--- src/rtl/uart_frame_tx.sv ---
// UART report transmitter: queues multi-byte status words in a small frame FIFO and
// sends each one MSB-byte first as 8-bit characters with optional parity and terminator.
module uart_frame_tx #(
  parameter int          BAUD_DIV  = 434,
  parameter int          NBYTES    = 2,
  parameter int          DEPTH     = 4,
  parameter int          PARITY    = 0,
  parameter int          TERM_EN   = 1,
  parameter logic [7:0]  TERM_BYTE = 8'h0A
) (
  input  logic                  clock,
  input  logic                  reset,
  input  logic [8*NBYTES-1:0]   i_data,
  input  logic                  wr,
  output logic                  s_out,
  output logic                  busy,
  output logic                  empty,
  output logic                  full,
  output logic                  overflow
);

  localparam int   PTR_W   = $clog2(DEPTH);
  localparam int   CNT_W   = PTR_W + 1;
  localparam int   BAUD_W  = $clog2(BAUD_DIV);
  localparam int   NCHAR   = NBYTES + TERM_EN;
  localparam int   BIDX_W  = $clog2(NCHAR + 1);
  localparam int   FRAME_W = 8 * NBYTES;
  localparam logic PAR_EN  = (PARITY != 32'sd0);
  localparam logic PAR_ODD = (PARITY == 32'sd2);

  typedef enum logic [2:0] {
    S_IDLE  = 3'd0,
    S_LOAD  = 3'd1,
    S_START = 3'd2,
    S_DATA  = 3'd3,
    S_PAR   = 3'd4,
    S_STOP  = 3'd5
  } state_t;

  state_t               state_r, state_nx_s;
  logic [FRAME_W-1:0]   fifo_mem_r [DEPTH];
  logic [PTR_W-1:0]     wr_ptr_r, rd_ptr_r;
  logic [CNT_W-1:0]     count_r, count_nx_s;
  logic                 push_s, pop_s;
  logic [FRAME_W-1:0]   frame_r;
  logic [BIDX_W-1:0]    byte_idx_r;
  logic [2:0]           bit_idx_r, bit_idx_nx_s;
  logic [BAUD_W-1:0]    baud_cnt_r;
  logic                 bit_tick_s, last_byte_s, advance_s;
  logic [7:0]           cur_byte_s;
  logic                 line_nx_s;
  logic                 s_out_r, busy_r, empty_r, full_r, overflow_r;

  function automatic logic parity_of(input logic [7:0] b);
    return (^b) ^ PAR_ODD;
  endfunction

  // full is the registered flag, so a write in the same cycle as a pop from a full FIFO is refused
  assign push_s      = wr & ~full_r;
  assign pop_s       = (state_r == S_LOAD);
  assign bit_tick_s  = (baud_cnt_r == BAUD_W'(BAUD_DIV - 1));
  assign last_byte_s = (byte_idx_r == BIDX_W'(NCHAR - 1));
  assign advance_s   = (state_r == S_STOP) & bit_tick_s & ~last_byte_s;
  assign cur_byte_s  = (byte_idx_r >= BIDX_W'(NBYTES)) ? TERM_BYTE : frame_r[FRAME_W-1 -: 8];

  // FIFO occupancy after this cycle's push/pop
  always_comb begin
    count_nx_s = count_r;
    case ({push_s, pop_s})
      2'b10:   count_nx_s = count_r + CNT_W'(1);
      2'b01:   count_nx_s = count_r - CNT_W'(1);
      default: count_nx_s = count_r;
    endcase
  end

  // FIFO storage (no reset needed; validity tracked by count)
  always_ff @(posedge clock) begin
    if (push_s) begin
      fifo_mem_r[wr_ptr_r] <= i_data;
    end
  end

  // FIFO pointers and count
  always_ff @(posedge clock or posedge reset) begin
    if (reset) begin
      wr_ptr_r <= PTR_W'(0);
      rd_ptr_r <= PTR_W'(0);
      count_r  <= CNT_W'(0);
    end else begin
      if (push_s) wr_ptr_r <= wr_ptr_r + PTR_W'(1);
      if (pop_s)  rd_ptr_r <= rd_ptr_r + PTR_W'(1);
      count_r <= count_nx_s;
    end
  end

  // FSM state register
  always_ff @(posedge clock or posedge reset) begin
    if (reset) begin
      state_r <= S_IDLE;
    end else begin
      state_r <= state_nx_s;
    end
  end

  // FSM next-state logic
  always_comb begin
    state_nx_s = state_r;
    case (state_r)
      S_IDLE:  if (!empty_r) state_nx_s = S_LOAD; else state_nx_s = S_IDLE;
      S_LOAD:  state_nx_s = S_START;
      S_START: if (bit_tick_s) state_nx_s = S_DATA; else state_nx_s = S_START;
      S_DATA: begin
        if (bit_tick_s && (bit_idx_r == 3'd7)) begin
          if (PAR_EN) state_nx_s = S_PAR; else state_nx_s = S_STOP;
        end else begin
          state_nx_s = S_DATA;
        end
      end
      S_PAR:   if (bit_tick_s) state_nx_s = S_STOP; else state_nx_s = S_PAR;
      S_STOP: begin
        if (!bit_tick_s)       state_nx_s = S_STOP;
        else if (!last_byte_s) state_nx_s = S_START;
        else if (!empty_r)     state_nx_s = S_LOAD;
        else                   state_nx_s = S_IDLE;
      end
      default: state_nx_s = S_IDLE;
    endcase
  end

  // Bit index for the coming cycle; restarts at 0 outside DATA
  always_comb begin
    bit_idx_nx_s = 3'd0;
    case (state_r)
      S_DATA:  if (bit_tick_s) bit_idx_nx_s = bit_idx_r + 3'd1; else bit_idx_nx_s = bit_idx_r;
      default: bit_idx_nx_s = 3'd0;
    endcase
  end

  // Bit timer, bit/byte indices and frame shift register
  always_ff @(posedge clock or posedge reset) begin
    if (reset) begin
      baud_cnt_r <= BAUD_W'(0);
      bit_idx_r  <= 3'd0;
      byte_idx_r <= BIDX_W'(0);
      frame_r    <= FRAME_W'(0);
    end else begin
      bit_idx_r <= bit_idx_nx_s;
      if ((state_r == S_IDLE) || (state_r == S_LOAD) || bit_tick_s) begin
        baud_cnt_r <= BAUD_W'(0);
      end else begin
        baud_cnt_r <= baud_cnt_r + BAUD_W'(1);
      end
      if (state_r == S_LOAD) begin
        frame_r    <= fifo_mem_r[rd_ptr_r];
        byte_idx_r <= BIDX_W'(0);
      end else if (advance_s) begin
        frame_r    <= frame_r << 4'd8;
        byte_idx_r <= byte_idx_r + BIDX_W'(1);
      end
    end
  end

  // Line level for the state being entered, so s_out can be registered without lag
  always_comb begin
    line_nx_s = 1'b1;
    case (state_nx_s)
      S_START: line_nx_s = 1'b0;
      S_DATA:  line_nx_s = cur_byte_s[bit_idx_nx_s];
      S_PAR:   line_nx_s = parity_of(cur_byte_s);
      default: line_nx_s = 1'b1;
    endcase
  end

  // Registered outputs
  always_ff @(posedge clock or posedge reset) begin
    if (reset) begin
      s_out_r    <= 1'b1;
      busy_r     <= 1'b0;
      empty_r    <= 1'b1;
      full_r     <= 1'b0;
      overflow_r <= 1'b0;
    end else begin
      s_out_r    <= line_nx_s;
      busy_r     <= (state_nx_s != S_IDLE);
      empty_r    <= (count_nx_s == CNT_W'(0));
      full_r     <= (count_nx_s == CNT_W'(DEPTH));
      overflow_r <= overflow_r | (wr & full_r);
    end
  end

  assign s_out    = s_out_r;
  assign busy     = busy_r;
  assign empty    = empty_r;
  assign full     = full_r;
  assign overflow = overflow_r;

endmodule

--- config.mk ---
export PLATFORM = sky130hd
export DESIGN_NAME = uart_frame_tx
export DESIGN_NICKNAME = d
export VERILOG_FILES = /design/src/rtl/uart_frame_tx.sv
export SDC_FILE = /design/constraint.sdc
export NUM_CORES = 1
export LEC_CHECK = 0
export ABC_AREA = 0
export CORE_UTILIZATION = 40
export CTS_CLUSTER_DIAMETER = 60
export CTS_CLUSTER_SIZE = 30
export DETAILED_ROUTE_END_ITERATION = 7
export PLACE_DENSITY = 0.55
export SYNTH_ARGS = -nofsm -noshare
export SYNTH_HDL_FRONTEND = slang
export SYNTH_SLANG_ARGS = --single-unit
--- constraint.sdc ---
create_clock -name clock -period 3.95 [get_ports clock]
set_input_delay 0.395 -clock clock [delete_from_list [all_inputs] [get_ports clock]]
set_output_delay 0.395 -clock clock [all_outputs]
set_load 0.01 [all_outputs]
* After elaboration in Yosys (flattened, before gate mapping)
Memories as Yosys holds them, arrays and structs flattened. Cells that the tools add are included.
Storage, ports and cells: register bits after elaboration 45, bits in writable memories 64, input port bits 19, output and inout bits 5, logic and storage cells 73, memories kept 1
Operators by class: $add $sub $neg 7, order comparisons 2, equality and inequality tests 14, muxes and demuxes 21, bitwise operators 7, reductions and logical operators 8
Memories:
- fifo_mem_r | words 4, bits a word 16, rd ports 1, clocked after Yosys merged registers in 0, wr ports 1, RTL line 41 | logic [FRAME_W-1:0] fifo_mem_r [DEPTH];
Operators with widths (number):
- $mux 16 | 2
- $pmux 3 s6 | 1
- $eq 3x3->1 const B | 5
- $eq 3x2->1 const B | 4
- $mux 3 | 4
- $add 9x1->9 const B | 1
- $eq 9x9->1 const B | 1
- $mux 9 | 1
- $mux 8 | 1
- $reduce_xor 8->1 | 1
- $add 2x1->2 const B | 3
- $add 3x1->3 const B | 2
- $logic_not 3->1 | 2
- $mux 1 | 6
- $mux 2 | 3
- $pmux 3 s2 | 1
- $and 1x1->1 | 4
- $eq 2x2->1 const B | 2
- $lt 3x4->1 const B | 1
- $bmux 1 s3 | 1
- $eq 3x1->1 const B | 1
- $pmux 1 s3 | 1
- $reduce_bool 3->1 | 1
- $sub 3x1->3 const B | 1
- 7 further kinds | 9

* Depth between registers and ports, before layout
depth after elaboration 6, gate-level depth with buffers 12, mapped depth without buffers 9

* Worst setup path before layout
Ideal clock, no wire load.
path type flip-flop to flip-flop, start point register state_r[0], end point register full_r, in the netlist full, arrival 2.599 ns, path slack 1.278 ns, stages on the path, launching flop included 13, buffers on the path 3, cell sequence dfrtp_1 clkbuf_1 nand2b_1 nor2_1 clkbuf_1 clkbuf_1 ha_1 inv_1 fa_1 xor2_1 nor2_1 xor2_1 nor2b_1
Between the ends: longest elaborated chain between the ends 4
Ends and longest elaborated chain:
- start: declaration | RTL line 40 | state_t state_r, state_nx_s;
- start signal: assignment | RTL line 101 | state_r <= state_nx_s;
- $eq 3x1->1 (*) | RTL line 60 | assign pop_s = (state_r == S_LOAD);
- $eq 2x1->1 or $eq 2x2->1 (tied branches) | RTL line 69 | case ({push_s, pop_s})
- $pmux 3 s2 (*) | RTL line 69
- via count_nx_s[2] | RTL line 43 | logic [CNT_W-1:0] count_r, count_nx_s;
- $eq 3x3->1 (*) | RTL line 186 | full_r <= (count_nx_s == CNT_W'(DEPTH));
- end signal: assignment | RTL line 186
- end: declaration | RTL line 52 | logic s_out_r, busy_r, empty_r, full_r, overflow_r;
Mark *: on every way through the listed nets, which the timed path passes. The rest lies on a longest branch. A chain may end at the register's enable or synchronous reset.

* Final worst setup path
Same ends and word-level chain as after synthesis.

==> reports/summary.txt <==
Status - complete, no violations
Ranking of synthesized cells by area - edfxtp_1, dfrtp_1, mux4_2
Post-DP HPWL - 5190 µm
Fin. Hold Viols - 0
Core area - 0.0114 mm²
Area Overhead vs Synth - 14.4%
Die H - 110 µm
Clk sinks - 109
Avg Vias per Cell - 5.17
Yosys reg bits - 109
Clock share of power - 0.251
XOR/XNOR share of the synthesized area - 0.0387
CTS tree - done
Synth unique cells - 49
Die X-Extent - 110 µm
Synth top area share - 0.413
Worst hold slack - 0.462 ns
Startpoint types - flop
Asr flop ratio synth - 0.413
Sw frac - 0.301
Worst EP arrival - 2.75 ns
DRC violations left - 0
Largest family of logic cells by synthesized area - multiplexers
Setup violators final - 0
Placed cell count - 463
Number of global-route vias before repair - 2540
Post-route insts no fill - 479
Multiplexer share of the synthesized area - 0.103
Synth Cell Area - 0.00465 mm²
CP max FO - 29
GRT overflow - 0
Number of flops mapped to enable cells by yosys - 64
Simple-gate portion of the synthesized area - 0.0818
Adder-cell share of the synthesized area - 0.0312
Clock skew - 0.0131 ns
Ys flop type - edfxtp_1
Post-synth top area cell - edfxtp_1
Clock Latency Late Sink - 0.35 ns
Final GP Congestion - 0.749
Least-Margin Pin Slew - 1.04 ns
Syn. warnings - 0
Seq/Total Area, Yosys - 0.656
Share of layout cells above drive strength 1 - 0.131
CTS Hold Bufs - 0
H-tree levels - 3
Share of the clock period used by the worst path - 0.625
VDD IR-drop max - 272 µV
Internal cell power - 0.00246 W
Starting Density - 0.409
Final Critical Period - 2.47 ns
FP Rows - 39
Clock slew at reported path FFs - 0.07 ns
CTS resizes - 0
Seq pwr share - 0.504
Synth Area in Compound Gates - 0.0651
Critical Path Sink Type - flop
Die Area - 0.0121 mm²
Cells after Synth - 308
Root Buffer - clkbuf_16
Switching power - 0.00106 W
Worst hold path type - reg2reg
Deepest clock path buffer count - 2
TNS Setup - 0 ns
Final WL - 7830 µm
Initial antenna violation count - 0
Placed Area - 0.00502 mm²
Largest net degree at the start of global routing - 46
Setup CP Type - reg2reg
Vias - 2478
RSZ-0062 raised after global routing - no
Total CTS buffers - 9
Syn_area_per_cell - 15.1 µm²
Achievable clock frequency - 405 MHz
Comb power frac - 0.245
Syn Nets - 338
Starting DRT DRC Count - 134
DR pass1 iterations - 4
Post-route ant nets - 0
Nets - 361
WP data required - 4.23 ns
ANT cells - 0
GRT Util Overall - 0.149
Relative slew slack - 0.309
Setup bufs post-CTS - 0
First-pass GRT wire length - 13000 µm
Final Max Slew Viols - 0
Post-Layout Inst Area - 0.00532 mm²
Max_cap viols - 0
P_leak - 2.00 nW
# port buffers - 23
Ports - 24
Routed WL per cell - 16.3 µm
Power density cells - 663 mW/mm²
-- worst max-delay path, cell delays in order (launching register included) --
cell and delay (ns):
dfrtp_1 0.57, nand2b_1 0.14, nor2_2 0.09, buf_4 0.28, ha_1 0.24, inv_1 0.06, fa_1 0.38, xor2_1 0.15
nor2_1 0.11, xor2_1 0.22, nor2b_1 0.16
-- layout by cell type (no fill, tap or decap), types with 5 or more instances in the layout --
| cell type | netlist | final |
|---|---|---|
| xnor2_1 | 11 | 11 |
| mux2i_1 | 12 | 12 |
| nand2_1 | 16 | 16 |
| o21ai_0 | 16 | 16 |
| or3_1 | 5 | 5 |
| edfxtp_1 | 64 | 64 |
| dfrtp_1 | 43 | 43 |
| clkbuf_16 | 0 | 9 |
| ha_1 | 10 | 10 |
| clkdlybuf4s50_1 | 0 | 23 |
| nand3_1 | 7 | 7 |
| nor2_1 | 18 | 17 |
| inv_1 | 14 | 13 |
| a22o_1 | 8 | 8 |
| mux4_2 | 16 | 16 |
| xor2_1 | 7 | 7 |
| a21oi_1 | 8 | 8 |
-- through the flow --
stage / setup WS, ns / utilization / power (W)
floorplan: 1.28 / - / 0.00241
global placement: 1.44 / 0.441 / 0.00268
global route: 1.23 / 0.468 / 0.00374
detailed placement: 1.38 / 0.441 / 0.00269
CTS: 1.46 / 0.468 / 0.00358
finish: 1.48 / 0.468 / 0.00352
-- area by class of cell --
cell class	count	area (µm²)
Fill cell	1007	6050
Sequential cell	109	3050
Multi-Input combinational cell	172	1490
Timing Repair Buffer	25	245
Clock buffer	10	239
Tap cell	143	179
Clock inverter	6	61.3
Inverter	14	52.6
-- sequential cells by signal, summed over array words and instances (netlist names), 2 cells and up --
| name | count |
|---|---|
| baud_cnt_r | 9 |
| bit_idx_r | 3 |
| byte_idx_r | 2 |
| count_r | 3 |
| fifo_mem_r | 64 |
| frame_r | 16 |
| rd_ptr_r | 2 |
| state_r | 3 |
| wr_ptr_r | 2 |
-- per-layer routing --
metal  part of all wire  global-route usage  vias up
met2               0.50               0.247       35
met4              0.017              0.0590        0
li1                   -                   -     1190
met5                  0                   0        -
met3              0.036              0.0379       12
met1               0.45               0.185     1241
-- cells by family after synthesis --
kind of cell | count (synthesis)
buffers and inverters | 27
and+or+nand+nor | 68
AOI/OAI and AO/OA | 46
muxes | 28
xor gates and xnor gates | 19
adders and majority gates | 11
DFF | 109
-- cell usage after synthesis (all sizes together), types with 2 or more instances --
master,instances
mux2i,12
or3,5
inv,14
dfrtp,43
and2,5
ha,10
nor2,18
dfstp,2
mux4,16
nand2,16
o21bai,2
nor4,2
xnor2,11
clkbuf,9
nand3,7
xor2,7
nor2b,4
a21oi,8
a22o,8
o21ai,16
o22ai,2
edfxtp,64
buf,4
-- power groups by stage --
stage / combinational, W / sequential [W] / clock, W
6_report: 0.000862 / 0.00178 / 0.000886
5_1_grt: 0.000962 / 0.00183 / 0.000946
3_5_place_dp: 0.000883 / 0.00181 / 0
4_1_cts: 0.000884 / 0.00179 / 0.000913
2_1_floorplan: 0.000762 / 0.00165 / 0
3_3_place_gp: 0.000874 / 0.00180 / 0
-- worst paths after layout --
check                           start           to  slack [ns]  depth (start not counted)
min in group asynchronous       reset         full        0.58                          2
hold reg to reg              overflow     overflow        0.46                          1
setup reg to reg           state_r[0]         full        1.48                         10
hold / removal               overflow     overflow        0.46                          1
max in group asynchronous       reset  frame_r[11]        2.78                          2
setup / recovery           state_r[0]         full        1.48                         10
No activity file was read; power rests on OpenSTA's default activity.
